$ cat src/rtl/muldiv.sv
`default_nettype none
// ============================================================================
// Module   : muldiv
// Purpose  : Iterative multiply / divide / multiply-accumulate unit for the
//            EX stage. One shift-add or restoring-divide step per cycle,
//            one cycle of sign/accumulate fix-up, then a one-cycle ready
//            pulse with the {HI,LO} result.
// Revision : 1.0 - initial release
// ============================================================================
module muldiv #(
    parameter int WIDTH = 32
) (
    input  logic               clk,
    input  logic               rst,
    input  logic               start_i,
    input  logic [2:0]         op_i,
    input  logic [WIDTH-1:0]   opdata1_i,
    input  logic [WIDTH-1:0]   opdata2_i,
    input  logic [WIDTH-1:0]   hi_i,
    input  logic [WIDTH-1:0]   lo_i,
    input  logic               annul_i,
    output logic [2*WIDTH-1:0] result_o,
    output logic               ready_o,
    output logic               busy_o,
    output logic               divzero_o,
    output logic               stallreq_o
);

    localparam int                 c_CNT_W = $clog2(WIDTH);
    localparam logic [c_CNT_W-1:0] c_LAST  = c_CNT_W'(WIDTH - 1);

    typedef enum logic [2:0] {
        S_IDLE = 3'd0,
        S_MUL  = 3'd1,
        S_DIV  = 3'd2,
        S_FIX  = 3'd3,
        S_DONE = 3'd4
    } state_t;

    state_t               r_state;
    logic [c_CNT_W-1:0]   r_cnt;
    logic                 r_ready;
    logic                 r_busy;
    logic                 r_divzero;
    logic [2*WIDTH-1:0]   r_result;

    // Latched operation attributes
    logic                 r_is_div;
    logic                 r_acc_en;
    logic                 r_sub;
    logic                 r_neg_res;
    logic                 r_neg_dvd;
    logic [WIDTH-1:0]     r_m;
    logic [2*WIDTH-1:0]   r_work;
    logic [2*WIDTH-1:0]   r_acc;

    // Latch-time decode and operand magnitudes
    logic                 w_is_div_in;
    logic                 w_a_neg;
    logic                 w_b_neg;
    logic [WIDTH-1:0]     w_a_mag;
    logic [WIDTH-1:0]     w_b_mag;

    // Iteration step results
    logic [WIDTH:0]       w_mul_sum;
    logic [2*WIDTH-1:0]   w_mul_next;
    logic [WIDTH:0]       w_div_shift;
    logic [WIDTH:0]       w_div_diff;
    logic                 w_div_ge;
    logic [2*WIDTH-1:0]   w_div_next;

    // Fix-up results
    logic [2*WIDTH-1:0]   w_prod;
    logic [WIDTH-1:0]     w_quot;
    logic [WIDTH-1:0]     w_rem;
    logic [2*WIDTH-1:0]   w_fix;

    // Operand decode: signed ops work on magnitudes; the most negative value
    // maps onto itself, which is its correct unsigned magnitude.
    always_comb begin
        w_is_div_in = ~op_i[2] & op_i[1];
        w_a_neg     = op_i[0] & opdata1_i[WIDTH-1];
        w_b_neg     = op_i[0] & opdata2_i[WIDTH-1];
        w_a_mag     = w_a_neg ? (-opdata1_i) : opdata1_i;
        w_b_mag     = w_b_neg ? (-opdata2_i) : opdata2_i;
    end

    // One shift-add multiply step and one restoring divide step. r_work holds
    // {partial product, multiplier} or {remainder, dividend/quotient}.
    always_comb begin
        w_mul_sum   = {1'b0, r_work[2*WIDTH-1:WIDTH]} + (r_work[0] ? {1'b0, r_m} : '0);
        w_mul_next  = {w_mul_sum, r_work[WIDTH-1:1]};
        w_div_shift = {r_work[2*WIDTH-1:WIDTH], r_work[WIDTH-1]};
        w_div_diff  = w_div_shift - {1'b0, r_m};
        w_div_ge    = (w_div_shift >= {1'b0, r_m});
        w_div_next  = w_div_ge ? {w_div_diff[WIDTH-1:0], r_work[WIDTH-2:0], 1'b1}
                               : {w_div_shift[WIDTH-1:0], r_work[WIDTH-2:0], 1'b0};
    end

    // Final sign correction and optional accumulate into {hi,lo}
    always_comb begin
        w_prod = r_neg_res ? (-r_work) : r_work;
        w_quot = r_neg_res ? (-r_work[WIDTH-1:0]) : r_work[WIDTH-1:0];
        w_rem  = r_neg_dvd ? (-r_work[2*WIDTH-1:WIDTH]) : r_work[2*WIDTH-1:WIDTH];
        if (r_is_div) begin
            w_fix = {w_rem, w_quot};
        end else if (r_acc_en) begin
            w_fix = r_sub ? (r_acc - w_prod) : (r_acc + w_prod);
        end else begin
            w_fix = w_prod;
        end
    end

    // Control FSM with datapath registers; annul wins over everything
    always_ff @(posedge clk or negedge rst) begin
        if (!rst) begin
            r_state   <= S_IDLE;
            r_cnt     <= '0;
            r_ready   <= 1'b0;
            r_busy    <= 1'b0;
            r_divzero <= 1'b0;
            r_result  <= '0;
            r_is_div  <= 1'b0;
            r_acc_en  <= 1'b0;
            r_sub     <= 1'b0;
            r_neg_res <= 1'b0;
            r_neg_dvd <= 1'b0;
            r_m       <= '0;
            r_work    <= '0;
            r_acc     <= '0;
        end else if (annul_i) begin
            r_state <= S_IDLE;
            r_busy  <= 1'b0;
            r_ready <= 1'b0;
        end else begin
            r_ready <= 1'b0;
            case (r_state)
                S_IDLE: begin
                    r_busy <= 1'b0;
                    if (start_i) begin
                        r_is_div  <= w_is_div_in;
                        r_acc_en  <= op_i[2];
                        r_sub     <= op_i[1];
                        r_neg_res <= w_a_neg ^ w_b_neg;
                        r_neg_dvd <= w_a_neg;
                        r_m       <= w_is_div_in ? w_b_mag : w_a_mag;
                        r_work    <= {{WIDTH{1'b0}}, (w_is_div_in ? w_a_mag : w_b_mag)};
                        r_acc     <= {hi_i, lo_i};
                        r_cnt     <= '0;
                        r_busy    <= 1'b1;
                        if (w_is_div_in && (opdata2_i == '0)) begin
                            // Divide by zero completes immediately with a flag
                            r_state   <= S_DONE;
                            r_ready   <= 1'b1;
                            r_result  <= '0;
                            r_divzero <= 1'b1;
                        end else begin
                            r_state <= w_is_div_in ? S_DIV : S_MUL;
                        end
                    end
                end
                S_MUL, S_DIV: begin
                    if (!start_i) begin
                        r_state <= S_IDLE;
                        r_busy  <= 1'b0;
                    end else begin
                        r_work <= (r_state == S_DIV) ? w_div_next : w_mul_next;
                        r_cnt  <= r_cnt + 1'b1;
                        if (r_cnt == c_LAST) begin
                            r_state <= S_FIX;
                        end
                    end
                end
                S_FIX: begin
                    if (!start_i) begin
                        r_state <= S_IDLE;
                        r_busy  <= 1'b0;
                    end else begin
                        r_result  <= w_fix;
                        r_divzero <= 1'b0;
                        r_ready   <= 1'b1;
                        r_state   <= S_DONE;
                    end
                end
                S_DONE: begin
                    r_state <= S_IDLE;
                    r_busy  <= 1'b0;
                end
                default: begin
                    r_state <= S_IDLE;
                    r_busy  <= 1'b0;
                end
            endcase
        end
    end

    assign result_o   = r_result;
    assign ready_o    = r_ready;
    assign busy_o     = r_busy;
    assign divzero_o  = r_divzero;
    assign stallreq_o = start_i & ~r_ready & ~annul_i;

endmodule
`default_nettype wire

$ cat config.mk
export PLATFORM = sky130hd
export DESIGN_NAME = muldiv
export DESIGN_NICKNAME = d
export VERILOG_FILES = /design/src/rtl/muldiv.sv
export SDC_FILE = /design/constraint.sdc
export NUM_CORES = 1
export LEC_CHECK = 0
export CAP_MARGIN = 20
export CELL_PAD_IN_SITES_DETAIL_PLACEMENT = 2
export CELL_PAD_IN_SITES_GLOBAL_PLACEMENT = 2
export CORE_MARGIN = 4
export CORE_UTILIZATION = 35
export DETAILED_ROUTE_END_ITERATION = 6
export PLACE_DENSITY = 0.88
export SYNTH_ARGS = -nofsm -noshare
export SYNTH_HDL_FRONTEND = slang
export SYNTH_SLANG_ARGS = --single-unit
$ cat constraint.sdc
create_clock -name clk -period 9 [get_ports clk]
set_input_delay 0.9 -clock clk [delete_from_list [all_inputs] [get_ports clk]]
set_output_delay 0.9 -clock clk [all_outputs]
set_load 0.005 [all_outputs]
==> impl_metrics.yaml <==
finish:
  most-common-layout-cells: "nand2_1, o21ai_0, a21oi_1"
  fillers: 7574
  drive_gt1_share_pct: 4.99
  utilization_pct: 41.3
  multi_input_area_um2: 16400
  final_common_cell: "nand2_1"
  design_area_um2: 27400
  syn_to_final_growth_pct: 16.1
  nets: 3475
  seq_area_um2: 6010
power:
  switching_share_pct: 46.2
  powerDensity_nw_per_um2: 241
  ir_drop_uv: 106
  cellLeakagePower_nw: 11.9
  p_sw_mw: 3.05
  internal_power_mw: 3.56
  share_comb_of_total_power_pct: 53.7
  pwr-share-clk_pct: 23.5
  pwr-share-seq_pct: 22.8
clocking:
  numClockSinks: 240
  ctsHtreeMaxLevel: 2
  cts_resized: 0
  worstSkewPairLatency_ns: 0.56
  cts-root-buf: "clkbuf_16"
  clk_pin_slew_worst_paths_ns: 0.06
  postCtsSetupBuffers: 0
  cts_buffers: 34
  holdBufCountCts: 0
  tritoncts: "built"
  cts_buffer_depth: 3
yosys:
  synth-seq-cells: 240
  seq_area_frac_synth_pct: 25.5
  netlist_instances: 3152
  syn_area_um2: 23600
  ys_async_sr_fraction_pct: 100
  synth_edf_count: 0
  avgSynthCellArea_um2: 7.49
  synth_ff_type: "dfrtp_1"
  syn-num-nets: 3424
  ys_types: 95
  yosysWarnings: 0
detailed_routing:
  drc: 0
  drt_wl_total_um: 104000
  antenna_left: 0
  routed_via_density: 6.04
  wl_per_cell_um: 25.4
  drt_iter0_drc: 1907
  firstDrtPassIters: 7
  vias: 24700
placement:
  routabilityCongestion: 0.907
  dp_hpwl_um: 77500
  portBuffers: 202
  place_area_um2: 26100
  pre_cts_slack_ns: 1.00
sta:
  hold_ws_ns: 0.355
  maxSlewViolCount: 0
  max_freq_mhz: 124
  fin_skew_ns: 0.0263
  hold_violations: 0
  setup_tns_ns: 0
  setup_viol: 0
  slew-limit-headroom_pct: 21.1
  worstMarginPinSlew_ns: 1.18
  rsz0062_at_grt: "no"
  fin_ws_ns: 0.923
  finalCriticalPeriod_ns: 8.08
  period_share_pct: 89.7
global_route:
  grt_usage_pct: 28.1
  grt_antenna_before_repair: 5
  grt_max_degree: 141
  grt_pass1_wl_um: 160000
  globalRouteOverflowTotal: 0
  grt_pass1_vias: 26500
setup_path:
  critical_path.top_delay_family: "compound AO/OA/AOI/OAI gates"
  critical_path_buf_inv_count: 2
  worstRegToRegCells: 25
  crit_fanout: 33
  critical_path.max_stage_delay_ns: 0.57
  ff2ff_setup_slack_ns: 0.92
  cp_slowest_cell: "nand4_1"
  crit_end: "result_o[61]"
  crit_arrival_ns: 8.54
  crit-reg2reg-launch: "r_work[0]"
  critPathCaptureType: "register"
  start_kind: "register"
  cp.depth: 25
  path_class: "reg -> reg"
  rr_endpoint: "result_o[61]"
  cp.required_ns: 9.47
  cp-startpoint: "r_work[0]"
  critical_path.most_common_cell: "a21o_1"
status:
  outcome: "finished clean"
min_path:
  hp-class: "in -> async"
floorplan:
  start_util_pct: 35.6
  dieHeight_um: 268
  core_area_um2: 66300
  die_w_um: 268
  die_area_um2: 71600
  num_rows: 94
  io_pins: 203
run:
  maxCapViolCount: 0
-- through the flow --
step | total power [mW] | std cells
2_1_floorplan | 3.84 | 3152
3_3_place_gp | 4.78 | 4031
3_5_place_dp | 4.97 | 4031
4_1_cts | 6.59 | 4092
5_1_grt | 7.04 | 4093
6_report | 6.61 | 4094
-- state kept, by name, summed over array words and instances (netlist names), 3 cells and up --
signal    flops
r_m          32
result_o     64
r_acc        64
r_cnt         5
r_work       64
r_state       3
-- layout make-up --
cell class | instances | area share (%)
diodes | 2 | 0.0183
inverters | 94 | 1.29
repair buffers | 229 | 8.18
clock buffers | 44 | 3.46
well taps | 864 | 3.95
clock inverters | 17 | 1.13
multi-input cells | 2604 | 60.0
flip-flops and latches | 240 | 21.9
-- worst min-delay path by stage --
| stage | from | to | slack [ns] | cells after the start |
|---|---|---|---|---|
| floorplan | r_m[11] | r_m[11] | 0.45 | 2 |
| global placement | result_o[49] | result_o[49] | 0.46 | 2 |
| detailed placement | result_o[54] | result_o[54] | 0.48 | 1 |
| CTS | rst | result_o[49] | 0.38 | 1 |
| global route | rst | result_o[49] | 0.42 | 1 |
| finish | rst | result_o[49] | 0.35 | 1 |
-- synthesized netlist by cell type (all sizes together), types with 8 or more instances --
cell type	number	area [µm²]
and4	18	158
o21a	17	128
nand2	547	2060
xor2	198	1740
or2	18	113
nor4	19	176
a31oi	55	344
a21oi	246	1230
and3	22	138
ha	134	1680
nor2b	19	119
a21o	92	691
buf	39	199
a221oi	15	131
nor2	227	852
or4	17	131
o41ai	24	236
o21ai	259	1300
and2	25	158
o31ai	37	292
inv	94	353
nor3	62	337
or3	31	209
a32o	10	100
a41oi	8	70.1
o211ai	59	443
nand3	68	345
nand2b	29	181
a22o	20	175
nand4	32	206
mux2i	24	240
a211oi	28	215
xnor2	119	1040
dfrtp	240	6010
clkbuf	175	658
o21bai	20	150
-- power groups by stage --
stage | logic [mW] | clock network, mW | registers [mW]
after floorplan | 2.50 | 0 | 1.34
after global placement | 3.29 | 0 | 1.49
after detailed placement | 3.46 | 0 | 1.51
after CTS | 3.51 | 1.59 | 1.50
after global routing | 3.89 | 1.63 | 1.52
final | 3.55 | 1.55 | 1.51
-- worst register-to-register path: cells and delay by family (launching register included) --
family | cells | cell delay [ns]
AND/OR/NAND/NOR | 6 | 2.38
adder cells (fa/ha/maj) | 2 | 0.74
XOR/XNOR | 1 | 0.20
flip-flops | 1 | 0.51
multiplexers | 1 | 0.35
AO/OA/AOI/OAI | 13 | 3.34
buffers and inverters | 2 | 0.45
-- cells by family after synthesis --
kind of cell,count (synthesis),share of synthesized area [%]
simple gates,1154,22.7
buf+inv,308,5.13
fa+ha+maj,137,7.36
mux,31,1.35
flops,240,25.5
compound gates,964,26.1
xor+xnor,318,11.9
-- layer usage --
metal  GRT usage (%)  share of wire (%)
met1            38.1                 45
met2            47.3                 47
met3            3.33                4.4
met4            7.84                3.0
met5               0              0.037
Power figures use the tool's default switching activity.
